--- src/rtl/switch_input_unit_pkg.sv ---
// rtl/switch_input_unit_pkg.sv - shared IO-space constants for the switch input unit
//
// Purpose : register offsets of the switch peripheral, the switch-space page
//           selector used by the memory/IO mux, and an offset decoder.
// Ports   : none (package).
package switch_input_unit_pkg;

  localparam logic [3:0] SW_OFF_DATA = 4'h0;
  localparam logic [3:0] SW_OFF_STAT = 4'h2;
  localparam logic [3:0] SW_OFF_LIVE = 4'h4;
  localparam logic [3:0] SW_PAGE     = 4'h7;

  typedef enum logic [1:0] {
    REG_DATA = 2'd0,
    REG_STAT = 2'd1,
    REG_LIVE = 2'd2,
    REG_NONE = 2'd3
  } sw_reg_e;

  function automatic sw_reg_e decode_offset(input logic [3:0] off);
    case (off)
      SW_OFF_DATA: decode_offset = REG_DATA;
      SW_OFF_STAT: decode_offset = REG_STAT;
      SW_OFF_LIVE: decode_offset = REG_LIVE;
      default:     decode_offset = REG_NONE;
    endcase
  endfunction

endpackage

--- src/rtl/switch_input_unit_debounce.sv ---
// rtl/switch_input_unit_debounce.sv - two-flop synchronizer plus vector debouncer
//
// Purpose : synchronizes a raw asynchronous vector and accepts a new value
//           only after it has been steady for DEBOUNCE_CYCLES clocks. Any bit
//           toggling restarts the count for the whole vector.
// Ports   : clk, rst_n (async active-low), raw[WIDTH-1:0] (asynchronous in),
//           stable[WIDTH-1:0] (debounced out).
module debounce_unit
  import switch_input_unit_pkg::*;
#(
  parameter int WIDTH           = 16,
  parameter int DEBOUNCE_CYCLES = 230000,
  parameter int CNT_W           = $clog2(DEBOUNCE_CYCLES)
) (
  input  logic             clk,
  input  logic             rst_n,
  input  logic [WIDTH-1:0] raw,
  output logic [WIDTH-1:0] stable
);

  localparam logic [CNT_W-1:0] CNT_MAX = CNT_W'(DEBOUNCE_CYCLES - 1);

  logic [WIDTH-1:0] meta_q, meta_d;
  logic [WIDTH-1:0] sync_q, sync_d;
  logic [WIDTH-1:0] prev_q, prev_d;
  logic [WIDTH-1:0] stable_q, stable_d;
  logic [CNT_W-1:0] count_q, count_d;

  always_comb begin
    meta_d   = raw;
    sync_d   = meta_q;
    prev_d   = sync_q;
    stable_d = stable_q;
    count_d  = '0;
    // Count only while the synchronized value is both steady and different
    // from the accepted one; the count stops at CNT_MAX so it cannot wrap.
    if (sync_q == prev_q && sync_q != stable_q) begin
      if (count_q == CNT_MAX) begin
        stable_d = sync_q;
      end else begin
        count_d = count_q + CNT_W'(1);
      end
    end
  end

  always_ff @(posedge clk or negedge rst_n) begin
    if (!rst_n) begin
      meta_q   <= '0;
      sync_q   <= '0;
      prev_q   <= '0;
      stable_q <= '0;
      count_q  <= '0;
    end else begin
      meta_q   <= meta_d;
      sync_q   <= sync_d;
      prev_q   <= prev_d;
      stable_q <= stable_d;
      count_q  <= count_d;
    end
  end

  assign stable = stable_q;

endmodule

--- src/rtl/switch_input_unit.sv ---
// rtl/switch_input_unit.sv - memory-mapped switch/button input peripheral
//
// Purpose : debounces 16 board switches and a confirm button; a debounced
//           confirm press latches a switch snapshot and sets a read-to-clear
//           valid flag. Read data is combinational for the single-cycle load.
// Config  : SWITCH_SNAPSHOT_EN enables the button, snapshot register and
//           snap_valid; without it offset 0x0 returns the live switches.
// Ports   : clk, rst_n (async active-low), SwitchCtrl (chip select),
//           addr_low[3:0] (register offset), sw_raw[15:0], btn_confirm_raw,
//           io_rdata[15:0] (read data to mux), snap_valid (LED debug).
module switch_input_unit
  import switch_input_unit_pkg::*;
#(
  parameter int DEBOUNCE_CYCLES = 230000,
  parameter int CNT_W           = $clog2(DEBOUNCE_CYCLES)
) (
  input  logic        clk,
  input  logic        rst_n,
  input  logic        SwitchCtrl,
  input  logic [3:0]  addr_low,
  input  logic [15:0] sw_raw,
  input  logic        btn_confirm_raw,
  output logic [15:0] io_rdata,
  output logic        snap_valid
);

  logic [15:0] sw_stable;
  sw_reg_e     reg_sel;

  assign reg_sel = decode_offset(addr_low);

  debounce_unit #(
    .WIDTH           (16),
    .DEBOUNCE_CYCLES (DEBOUNCE_CYCLES),
    .CNT_W           (CNT_W)
  ) u_sw_db (
    .clk    (clk),
    .rst_n  (rst_n),
    .raw    (sw_raw),
    .stable (sw_stable)
  );

`ifdef SWITCH_SNAPSHOT_EN
  logic        btn_stable;
  logic        btn_prev_q, btn_prev_d;
  logic [15:0] snapshot_q, snapshot_d;
  logic        snap_valid_q, snap_valid_d;
  logic        confirm_pulse;
  logic        data_read;

  debounce_unit #(
    .WIDTH           (1),
    .DEBOUNCE_CYCLES (DEBOUNCE_CYCLES),
    .CNT_W           (CNT_W)
  ) u_btn_db (
    .clk    (clk),
    .rst_n  (rst_n),
    .raw    (btn_confirm_raw),
    .stable (btn_stable)
  );

  assign confirm_pulse = btn_stable & ~btn_prev_q;
  assign data_read     = SwitchCtrl && (reg_sel == REG_DATA);

  always_comb begin
    btn_prev_d   = btn_stable;
    snapshot_d   = snapshot_q;
    snap_valid_d = snap_valid_q;
    // A new snapshot beats a same-cycle read-clear; the read still sees
    // the previous snapshot because io_rdata comes from snapshot_q.
    if (confirm_pulse) begin
      snapshot_d   = sw_stable;
      snap_valid_d = 1'b1;
    end else if (data_read) begin
      snap_valid_d = 1'b0;
    end
  end

  always_ff @(posedge clk or negedge rst_n) begin
    if (!rst_n) begin
      btn_prev_q   <= 1'b0;
      snapshot_q   <= '0;
      snap_valid_q <= 1'b0;
    end else begin
      btn_prev_q   <= btn_prev_d;
      snapshot_q   <= snapshot_d;
      snap_valid_q <= snap_valid_d;
    end
  end

  assign snap_valid = snap_valid_q;

  always_comb begin
    io_rdata = '0;
    if (SwitchCtrl) begin
      case (reg_sel)
        REG_DATA: io_rdata = snapshot_q;
        REG_STAT: io_rdata = {15'b0, snap_valid_q};
        REG_LIVE: io_rdata = sw_stable;
        default:  io_rdata = '0;
      endcase
    end
  end
`else
  logic unused_btn;
  assign unused_btn = btn_confirm_raw;
  assign snap_valid = 1'b0;

  always_comb begin
    io_rdata = '0;
    if (SwitchCtrl) begin
      case (reg_sel)
        REG_DATA: io_rdata = sw_stable;
        REG_LIVE: io_rdata = sw_stable;
        default:  io_rdata = '0;
      endcase
    end
  end
`endif

endmodule

--- config.mk ---
export PLATFORM = sky130hd
export DESIGN_NAME = switch_input_unit
export DESIGN_NICKNAME = d
export VERILOG_FILES = /design/src/rtl/switch_input_unit_pkg.sv /design/src/rtl/switch_input_unit_debounce.sv /design/src/rtl/switch_input_unit.sv
export SDC_FILE = /design/constraint.sdc
export NUM_CORES = 1
export LEC_CHECK = 0
export CAP_MARGIN = 20
export CELL_PAD_IN_SITES_DETAIL_PLACEMENT = 1
export CELL_PAD_IN_SITES_GLOBAL_PLACEMENT = 1
export CORE_ASPECT_RATIO = 1.1
export CORE_MARGIN = 5
export CORE_UTILIZATION = 25
export CTS_CLUSTER_DIAMETER = 200
export DETAILED_ROUTE_END_ITERATION = 6
export GPL_TIMING_DRIVEN = 0
export PLACE_DENSITY_LB_ADDON = 0.1
export REMOVE_ABC_BUFFERS = 1
export SETUP_SLACK_MARGIN = 0.2
export SYNTH_ARGS = -nofsm -noshare
export SYNTH_HDL_FRONTEND = slang
export SYNTH_HIERARCHICAL = 1
export SYNTH_SLANG_ARGS = --single-unit
--- constraint.sdc ---
create_clock -name clk -period 1.7 [get_ports clk]
set_input_delay 0.34 -clock clk [delete_from_list [all_inputs] [get_ports clk]]
set_output_delay 0.34 -clock clk [all_outputs]
set_load 0.005 [all_outputs]
Yosys cells after proc, flatten, opt, wreduce, memory -nomap -nowiden
Index checks and enable logic that the tools add are counted.
{ "totals": {"ff_bits": 82, "output_inout_bits": 17, "in_bits": 24, "wordCells": 22} }
{ "classes": {"add_sub_neg": 1, "eq_ne": 6, "n_reduce_logical": 5, "mux": 5} }
{ "ops": {"columns": ["operator", "n"], "rows": [
  ["two-way mux 18 bit", 2],
  ["two-way mux 16 bit", 2],
  ["adder 18 x 1 -> 18 bit (second input constant)", 1],
  ["== test 18 bit (second input constant)", 1],
  ["== test 16 bit", 1],
  ["!= test 16 bit", 1],
  ["one-hot mux 2 bit (3 select lines)", 1],
  ["== test 4 x 2 -> 1 bit (second input constant)", 1],
  ["== test 4 x 3 -> 1 bit (second input constant)", 1],
  ["zero test 4 bit", 1],
  ["== test 2 bit (second input constant)", 1],
  ["zero test 2 bit", 1],
  ["AND reduction 2 bit", 1],
  ["OR reduction 2 bit", 1],
  ["logical AND 1 bit", 1]
]} }

Logic depth before layout (Yosys ltp)
Gate-level depths: netlist of run 1.
{ "logic_depth": {"depth_word": 6, "mapped_depth": 6, "depth_no_buf": 6} }

Cells and area by module
Netlist of run 1, hierarchy kept.
{ "modules_own_cells": {"columns": ["module", "cells_per_inst", "instances", "seq_area_each_um2", "area_per_inst_um2"], "rows": [
  ["debounce_unit", 217, 1, 2052.0, 3096.7],
  ["switch_input_unit", 20, 1, 0.0, 161.4]
]} }

Worst setup path after synthesis of run 1
OpenSTA, ideal clock, no wires.
{ "synth_timing": {"path_kind": "reg-to-reg", "startpoint": "register u_sw_db.sync_q[2] (netlist: u_sw_db/prev_d[2])", "endpoint": "register u_sw_db.stable_q[10] (netlist: u_sw_db/stable[10])", "arrival_ns": 1.713, "path_slack_ns": -0.138, "period_less_slack_ns": 1.838, "path_stages_with_launch": 7, "setup_time_ns": 0.125, "path_buffers": 1, "required_time_ns": 1.575, "path_cell_list": "dfrtp_1 xnor2_1 nand4_1 nor4_4 nand4_4 buf_6 mux2_4"} }
{ "synth_via": {"elab_chain_cells": 3, "word_cells_on_any_way": 4, "cone_classes": "eq/ne: 2; reduce/logical: 2"} }
{ "synth_lines": {"columns": ["element", "line", "rtl"], "rows": [
  ["from (decl)", "switch_input_unit_debounce.sv:24", "logic [WIDTH-1:0] sync_q, sync_d;"],
  ["from (signal assigned)", "switch_input_unit_debounce.sv:55", "sync_q <= sync_d;"],
  ["== test 16 bit or != test 16 bit (tied branches)", "switch_input_unit_debounce.sv:37", "if (sync_q == prev_q && sync_q != stable_q) begin"],
  ["logical AND 1 bit (*)", "switch_input_unit_debounce.sv:37", null],
  ["AND reduction 2 bit (no line) (*)", null, null],
  ["to (signal assigned)", "switch_input_unit_debounce.sv:57", "stable_q <= stable_d;"],
  ["to (decl)", "switch_input_unit_debounce.sv:26", "logic [WIDTH-1:0] stable_q, stable_d;"]
]} }
Mark *: on every way between the ends. The rest lies on a longest branch, timed or not.
A chain may end at the register's enable or synchronous reset.

Worst setup path after layout of run 1
{ "layout_timing": {"startpoint": "register u_sw_db.sync_q[8] (netlist: u_sw_db/prev_d[8])", "endpoint": "register u_sw_db.stable_q[14] (netlist: u_sw_db/stable[14])"} }
Same word-level chain as after synthesis.

==> flow_summary_export.csv, run 1 <==
group,metric,value,unit
status,status,"finished with violations",
status,violations,"negative setup slack",
clock_tree,clockBufferDepth,2,
setup_path,r2r_start,"u_sw_db/prev_d[8]",
timing,relSlewSlack,57.45,%
synthesis,synth_top_cell_by_area,"dfrtp_1",
timing,tightest_slew,0.6382,ns
synthesis,async_flop_share,100.0,%
timing,hold_ws,0.02680,ns
die,fp.dieH,129.7,µm
clock_tree,htree_levels,3,
setup_path,reg2regPathDepth,6,
die,start_util,25.66,%
pwr,p_per_area,899.7,nW/µm²
pwr,p_leak,2.003,nW
synthesis,yosysSeqAreaShare,62.98,%
die,rows,43,
drt,route.detailed.drc,0,
global_route,grt_max_degree,48,
synthesis,netlist_top_cells_count,"82 x dfrtp_1, 25 x xnor2_1, 23 x xor2_1, 22 x nor2_1, 12 x and2_2",
clock_tree,ctsHoldBuffers,0,
final_layout,antenna_cells,0,
placed_design,dpl_cell_area,3809,µm²
drt,totalWireLength,7.160,mm
final_layout,area_delta_synth_final,40.78,%
synthesis,avgSynthCellArea,13.75,µm²
synthesis,synth_edf_count,0,
clock_tree,cts_buffers,9,
synthesis,yosysMostFrequentCell,"dfrtp_1",
setup_path,cp.arrival,2.21,ns
setup_path,crit_chain,"xnor2_1 > nand4_1 > nor4_4 > nand4_4 > clkbuf_16 > mux2_4",
timing,setup_viol,39,
drt,firstDrtPassIters,3,
clock_tree,clockRootBuffer,"clkbuf_16",
final_layout,fin_nets,330,
synthesis,syn_inst,237,
timing,period_share,116.9,%
setup_path,crit_path_end_kind,"flop",
setup_path,cpPeakStageDelay,0.44,ns
clock_tree,cts_tree,"built",
synthesis,syn-cell-area,3258,µm²
synthesis,synth_top_area_share,62.98,%
synthesis,synth_warnings,6,
setup_path,crit_start,"u_sw_db/prev_d[8]",
setup_path,cp_slowest_cell,"dfrtp_2",
setup_path,crit_buf_inv,1,
drt,wl_per_cell,15.36,µm
setup_path,reg2reg_to,"u_sw_db/stable[14]",
drt,viasPerCell,4.212,
setup_path,required,1.92,ns
final_layout,drive_gt1_share,40.45,%
timing,finalHoldViolCount,0,
synthesis,ys_seq_elements,82,
worst_hold_path,hold_path_class,"in -> async",
setup_path,path_max_fanout,5,
placed_design,dp.cells,428,
timing,finClkSkew,0.007713,ns
synthesis,synth_flop_cell,"dfrtp_1",
die,coreArea,12700,µm²
timing,setup_slack,-0.2872,ns
placed_design,io_buffers,37,
placed_design,finalWeightedCongestion,0.6672,
die,ios,41,
die,die_area,15420,µm²
final_layout,fin_area,4587,µm²
timing,fin_crit,1.987,ns
clock_tree,clk_pin_slew,0.06,ns
setup_path,cp_top_family,"simple AND/OR/NAND/NOR gates",
global_route,grt_pass1_vias,2157,
drt,vias,1963,
drt,drt-initial-drc-count,64,
global_route,grt_first_pass_wirelength,11.61,mm
placed_design,place_ws,-1.067,ns
timing,slew_violations,0,
setup_path,rrSetupSlack,-0.29,ns
global_route,track_usage,10.07,%
global_route,overflow,0,
pwr,peakVddDrop,0.4289,mV
clock_tree,clock-sinks,82,
placed_design,hpwl,4.417,mm
global_route,antenna_found_initial,0,
timing,max_freq,0.5032,GHz
clock_tree,insertion_delay,0.34,ns
setup_path,criticalPathCategory,"reg -> reg",
final_layout,layoutNonFillerInstCount,466,
run,cap_violations,0,
timing,rsz0062_at_grt,"true",
setup_path,worstSetupStartpointType,"flop",
synthesis,synthTopCellsByArea,"dfrtp_1 63%, xnor2_1 6.7%, xor2_1 6.2%",
drt,ant_nets,0,
synthesis,synth_cell_types,28,
die,die_x,118.8,µm
-- metal layers --
layer / wire length [µm] / track usage (%) / vias to the layer above
li1: - / - / 930
met1: 3141 / 11.56 / 991
met2: 3568 / 16.76 / 30
met3: 261 / 3.078 / 12
met4: 189 / 5.930 / 0
met5: 0 / 0 / -
-- layout by cell type (no fill, tap or decap), drive strengths merged --
master,instances
and3,3
nor2,22
nor4b,3
nand2,8
conb,1
and2,16
inv,2
nand2b,2
dfrtp,82
mux2,16
clkbuf,16
clkinv,2
ha,1
nand3,10
nor3,4
nor4,7
nand4,10
or4,1
xor2,23
clkdlybuf4s50,16
buf,39
xnor2,25
-- layout make-up --
cell class	count	area (µm²)
fill	1331	8110
sequential	82	2058
multi-input combinational	152	1378
timing repair buffer	58	656.9
clock buffer	13	280.3
tap	157	196.4
clock inverter	2	10.01
inverter	2	7.507
-- worst max path at each step --
stage                         end  cells after the start
2_1_floorplan  u_sw_db/stable[10]                      5
3_3_place_gp    u_sw_db/meta_q[0]                      1
3_5_place_dp          io_rdata[2]                      4
4_1_cts         u_sw_db/stable[1]                      6
5_1_grt        u_sw_db/stable[13]                      6
6_report       u_sw_db/stable[14]                      6
-- worst register-to-register path: stages, from the launching register on --
cell and delay, ns:
dfrtp_2 0.44, xnor2_1 0.19, nand4_1 0.18, nor4_4 0.33, nand4_4 0.21, clkbuf_16 0.23, mux2_4 0.29
-- stage by stage --
stage | util, % | TNS, ns | power, mW
floorplan | - | -2.535 | 2.131
global placement | 29.86 | -269.46 | 2.249
detailed placement | 30.00 | -31.64 | 2.254
CTS | 35.06 | -8.367 | 4.195
global route | 36.13 | -9.740 | 4.294
finish | 36.13 | -5.919 | 4.127
-- registers in the layout, summed over array words and instances (netlist names) --
name / flops
u_sw_db/count_q: 18
u_sw_db/stable: 16
u_sw_db/prev_d: 16
u_sw_db/prev_q: 16
u_sw_db/meta_q: 16
-- logic make-up (layout without fill, tap and decap cells) --
group | count (synthesis) | count (layout) | share of synthesized area (%)
buffers and inverters | 6 | 75 | 1.267
xor gates and xnor gates | 48 | 48 | 12.90
and+or+nand+nor | 83 | 86 | 15.67
DFF | 82 | 82 | 62.98
muxes | 16 | 16 | 6.682
other | 1 | 1 | 0.1151
adders and majority gates | 1 | 1 | 0.3840
-- where the power goes --
group / total [mW] / switching (mW) / internal (mW) / leakage, nW
combinational: 0.189 / 0.0838 / 0.106 / 0.826
clock: 1.88 / 0.745 / 1.14 / 0.147
sequential: 2.06 / 0.0458 / 2.01 / 1.03
total: 4.13 / 0.874 / 3.25 / 2.00
-- repair_timing --
item | 4_1_cts | 5_1_grt
hold endpoints to repair | 0 | 0
resized for setup | 131 | 30
cloned | 4 | 1
pin swaps | 23 | 18
setup endpoints to repair | 50 | 50
setup buffers | 15 | 3
Power figures use the tool's default switching activity.
==> run 2, diff against run 1 <==
CORE_UTILIZATION = 40   (was 25)
==> run 2 against run 1 <==
Effect of this change: the run still ends with negative setup slack left; clock-buffer cell count down 1; core utilization grew 21 points; hold slack gained 0.32 ns; critical path type unchanged; sequential share of layout area up 0.76 points; final cell count shrank 8.8%; critical path depth is 1 higher; critical endpoint is now u_sw_db/stable[13]; clock skew increased by 0.00068 ns; cell area shrank 1.7%.
==> flow_summary_export.csv, run 2 (synthesis gave the netlist of run 1 again) <==
group,metric,value,unit
status,status,"finished with violations",
status,violations,"negative setup slack",
placed_design,place_ws,-1.073,ns
setup_path,cp_top_family,"simple AND/OR/NAND/NOR gates",
pwr,p_leak,2.006,nW
setup_path,rrSetupSlack,-0.32,ns
clock_tree,clockRootBuffer,"clkbuf_8",
drt,drt-initial-drc-count,46,
final_layout,final_util,56.97,%
worst_hold_path,hold_path_class,"reg -> reg",
placed_design,dpl_cell_area,3755,µm²
timing,finalHoldViolCount,0,
global_route,grt_max_degree,50,
drt,viasPerCell,4.746,
setup_path,path_depth,7,
timing,tns,-7.700,ns
setup_path,cpPeakStageDelay,0.41,ns
global_route,antenna_found_initial,0,
drt,wl_per_cell,16.33,µm
clock_tree,clockBufferDepth,2,
placed_design,dp.cells,379,
die,fp.dieH,104.7,µm
global_route,track_usage,15.27,%
run,cap_violations,0,
die,die_x,96.05,µm
timing,hold_ws,0.3447,ns
final_layout,antenna_cells,0,
final_layout,layoutNonFillerInstCount,425,
setup_path,path_max_fanout,9,
final_layout,final_common_cell,"dfrtp_1",
drt,route.detailed.drc,0,
placed_design,finalWeightedCongestion,0.7335,
final_layout,top_register,"u_sw_db/count_q",
placed_design,io_buffers,37,
worst_hold_path,holdPathStages,0,
setup_path,reg2regPathDepth,7,
final_layout,largest_register_ffs,18,
global_route,overflow,0,
global_route,grt_first_pass_wirelength,11.60,mm
setup_path,required,1.94,ns
drt,firstDrtPassIters,4,
final_layout,fillers,794,
final_layout,fin_area,4508,µm²
setup_path,crit_buf_inv,2,
setup_path,criticalPathCategory,"reg -> reg",
clock_tree,htree_levels,3,
clock_tree,cts_tree,"built",
die,rows,34,
timing,slew_violations,0,
setup_path,crit_chain,"buf_4 > xnor2_2 > nand4_1 > nor4_4 > nand4_4 > buf_12 > mux2_4",
die,ios,41,
placed_design,hpwl,4.229,mm
drt,totalWireLength,6.942,mm
timing,max_freq,0.4949,GHz
clock_tree,clk_pin_slew,0.08,ns
die,start_util,41.18,%
timing,setup_slack,-0.3205,ns
timing,period_share,118.9,%
setup_path,cp.arrival,2.26,ns
drt,vias,2017,
drt,ant_nets,0,
die,coreArea,7913,µm²
pwr,p_per_area,842.0,nW/µm²
final_layout,area_delta_synth_final,38.36,%
pwr,finalPower,3.796,mW
final_layout,drive_gt1_share,40.69,%
global_route,grt_pass1_vias,2244,
timing,rsz0062_at_grt,"true",
setup_path,crit_path_end_kind,"flop",
final_layout,fin_nets,337,
clock_tree,clock-sinks,82,
timing,finClkSkew,0.008393,ns
clock_tree,cts_buffers,9,
timing,setup_viol,42,
setup_path,worstSetupStartpointType,"flop",
setup_path,cp_slowest_cell,"nor4_4",
final_layout,final_cell_mix,"78 x dfrtp_1, 26 x buf_6, 22 x xor2_1, 21 x xnor2_1",
pwr,peakVddDrop,0.5360,mV
clock_tree,insertion_delay,0.35,ns
timing,fin_crit,2.020,ns
die,die_area,10050,µm²
## run 2: path summary, 6_finish.rpt
path / startpoint / to
worst max register to register: u_sw_db/prev_d[5] / u_sw_db/stable[13]
max in group asynchronous: rst_n / u_sw_db/prev_d[4]
worst min register to register: u_sw_db/meta_q[13] / u_sw_db/prev_d[13]
worst max-delay path: u_sw_db/prev_d[5] / u_sw_db/stable[13]
min in group asynchronous: rst_n / u_sw_db/meta_q[1]
worst min-delay path: u_sw_db/meta_q[13] / u_sw_db/prev_d[13]
## run 2: cell type report
cell class / instances / area (µm²) / area share (%)
clock buffer: 12 / 145.1 / 3.220
clock inverter: 4 / 75.07 / 1.665
inverter: 2 / 7.507 / 0.1665
multi-input combinational: 152 / 1375 / 30.50
sequential: 82 / 2057 / 45.63
tap: 108 / 135.1 / 2.998
timing repair buffer: 65 / 713.2 / 15.82
## run 2: power breakdown
group / leakage [nW] / internal [mW] / switching (mW)
sequential: 1.03 / 2.01 / 0.0423
combinational: 0.873 / 0.118 / 0.0883
clock: 0.103 / 0.869 / 0.672
total: 2.01 / 2.99 / 0.802
## run 2: what timing repair did
item,4_1_cts,5_1_grt
setup endpoints to repair,50,50
gates cloned,4,0
pin swaps,27,10
buffers inserted,19,6
hold endpoints to repair,33,0
hold buffers,1,0
gates resized for setup,138,26
## run 2: metal layers
metal  vias to the layer above  part of all wire (%)  track usage [%]
met2                        30                    52            25.51
met4                         0                   1.7            7.114
met3                         9                   3.2            2.876
met5                         -                     0                0
met1                      1020                    43            18.78
li1                        958                     -                -
==> run 3, diff against run 2 <==
CORE_MARGIN = 2   (was 5)
==> run 3 against run 2 <==
Effect of this change: the flow still finishes with violations (negative setup slack); cell area down 1.7%; combinational power down 11%; register-to-register slack about the same; first-iteration DRC count up 76%; highest routed layer unchanged; sequential power about the same; non-clock buffer count down 8; largest power group unchanged; global-route usage up 0.98 points; power up 2.6%; sequential cell count unchanged; die area down 12%; hold slack worse by 0.0016 ns.
==> flow_summary_export.csv, run 3 (synthesis gave the netlist of run 1 again) <==
group,metric,value,unit
timing,period_share,118.2,%
drt,vias,1972,
setup_path,criticalPathCategory,"reg -> reg",
pwr,p_leak,1.958,nW
pwr,p_int,3.085,mW
placed_design,io_buffers,37,
timing,rsz0062_at_grt,"true",
setup_path,crit_buf_inv,1,
clock_tree,cts_buffers,9,
drt,route.detailed.drc,0,
clock_tree,cts_tree,"built",
die,die_area,8884,µm²
setup_path,worstSetupStartpointType,"flop",
timing,finClkSkew,0.009980,ns
clock_tree,clockRootBuffer,"clkbuf_8",
drt,wl_per_cell,16.13,µm
die,die_x,90.05,µm
die,fp.dieH,98.66,µm
setup_path,cp.arrival,2.24,ns
final_layout,antenna_cells,0,
final_layout,drive_gt1_share,34.95,%
setup_path,crit_chain,"xor2_2 > nor4_2 > nand4_1 > nand4_4 > clkbuf_16 > mux2_4",
drt,ant_nets,0,
pwr,sequentialPowerShare,52.7,%
drt,drt-initial-drc-count,81,
global_route,antenna_found_initial,0,
status,status,"finished with violations",
placed_design,finalWeightedCongestion,0.7350,
global_route,grt_first_pass_wirelength,10.97,mm
pwr,pwr-share-comb,4.7,%
placed_design,place_ws,-0.9736,ns
final_layout,final_cell_mix,"79 x dfrtp_1, 25 x buf_6, 23 x xnor2_1, 22 x xor2_1, 17 x nor2_1",
final_layout,fillers,799,
setup_path,crit_path_end_kind,"flop",
timing,finalHoldViolCount,0,
drt,met3_length,197,µm
die,start_util,41.18,%
global_route,overflow,0,
worst_hold_path,hold_path_class,"reg -> reg",
setup_path,cpPeakStageDelay,0.45,ns
pwr,netSwitchingFraction,20.81,%
pwr,clkPwrFrac,42.6,%
clock_tree,clockBufferDepth,2,
worst_hold_path,holdPathStages,0,
setup_path,path_depth,6,
clock_tree,insertion_delay,0.35,ns
final_layout,largest_register_ffs,18,
placed_design,dpl_cell_area,3755,µm²
clock_tree,clock-sinks,82,
status,violations,"negative setup slack",
die,coreArea,7913,µm²
drt,totalWireLength,6.726,mm
run,cap_violations,0,
final_layout,top_register,"u_sw_db/count_q",
die,rows,34,
pwr,p_per_area,879.4,nW/µm²
pwr,p_sw,810.6,µW
setup_path,required,1.93,ns
drt,wl_met2,3.417,mm
timing,setup_viol,45,
final_layout,fin_nets,329,
timing,tns,-7.308,ns
final_layout,fin_area,4429,µm²
final_layout,final_util,55.98,%
drt,wl_met1,2.947,mm
global_route,grt_pass1_vias,2195,
worst_hold_path,hold_start,"u_sw_db/meta_q[13]",
die,ios,41,
setup_path,cp_top_family,"simple AND/OR/NAND/NOR gates",
setup_path,path_max_fanout,4,
clock_tree,htree_levels,3,
placed_design,hpwl,4.032,mm
global_route,track_usage,16.25,%
drt,viasPerCell,4.729,
setup_path,cp_slowest_cell,"dfrtp_2",
timing,setup_slack,-0.3089,ns
drt,top_layer,"met4",
final_layout,final_common_cell,"dfrtp_1",
setup_path,rrSetupSlack,-0.31,ns
drt,firstDrtPassIters,3,
setup_path,reg2reg_to,"u_sw_db/stable[6]",
timing,max_freq,0.4978,GHz
setup_path,reg2regPathDepth,6,
pwr,peakVddDrop,0.5619,mV
timing,fin_crit,2.009,ns
worst_hold_path,min_to,"u_sw_db/prev_d[13]",
clock_tree,clk_pin_slew,0.08,ns
global_route,grt_max_degree,61,
setup_path,r2r_start,"u_sw_db/prev_d[10]",
timing,slew_violations,0,
final_layout,area_delta_synth_final,35.94,%
==> run 3: layer usage <==
layer,track usage [%],vias to the layer above
li1,-,929
met1,19.70,999
met2,26.89,34
met3,4.281,10
met4,8.402,0
met5,0,-
==> run 3: area by class of cell <==
cell class | instances | area (µm²) | area share, %
Clock inverter | 5 | 102.6 | 2.316
Sequential cell | 82 | 2056 | 46.41
Tap cell | 108 | 135.1 | 3.051
Timing Repair Buffer | 57 | 664.4 | 15.00
Clock buffer | 11 | 131.4 | 2.966
Multi-Input combinational cell | 152 | 1333 | 30.08
Inverter | 2 | 7.507 | 0.1695
==> run 3: worst register-to-register path, stage by stage (launching register included) <==
cell,delay (ns)
dfrtp_2,0.45
xor2_2,0.16
nor4_2,0.32
nand4_1,0.27
nand4_4,0.23
clkbuf_16,0.17
mux2_4,0.29
==> run 3: timing repair <==
action | 4_1_cts | 5_1_grt
gates resized for setup | 127 | 20
hold buffers | 1 | 0
pin swaps | 21 | 9
cloned | 4 | 1
buffers inserted | 14 | 2
hold endpoints to repair | 22 | 0
setup endpoints to repair | 50 | 50
==> run 3: how the worst max path moves through the flow <==
| stage | startpoint | end | slack (ns) |
|---|---|---|---|
| after CTS | u_sw_db/prev_d[15] | u_sw_db/stable[1] | -0.35 |
| after global routing | u_sw_db/prev_d[10] | u_sw_db/stable[9] | -0.45 |
| after detailed placement | addr_low[1] | io_rdata[2] | -0.97 |
| after floorplan | u_sw_db/prev_d[2] | u_sw_db/stable[10] | -0.17 |
| after global placement | rst_n | u_sw_db/count_q[15] | -2.60 |
| final | u_sw_db/prev_d[10] | u_sw_db/stable[6] | -0.31 |
==> run 3: power groups by stage <==
stage          Sequential (mW)  Combinational, mW  Clock [mW]
2_1_floorplan             2.08             0.0545           0
3_3_place_gp              2.09              0.155           0
3_5_place_dp              2.09              0.164           0
4_1_cts                   2.05              0.186        1.71
5_1_grt                   2.06              0.203        1.79
6_report                  2.05              0.183        1.66
==> run 3: stage by stage <==
step | total power, mW | hold WS, ns | instances
2_1_floorplan | 2.131 | 0.04441 | 233
3_3_place_gp | 2.241 | 0.3329 | 378
3_5_place_dp | 2.253 | 0.2562 | 379
4_1_cts | 3.943 | 0.3493 | 414
5_1_grt | 4.051 | 0.3609 | 417
6_report | 3.895 | 0.3430 | 417
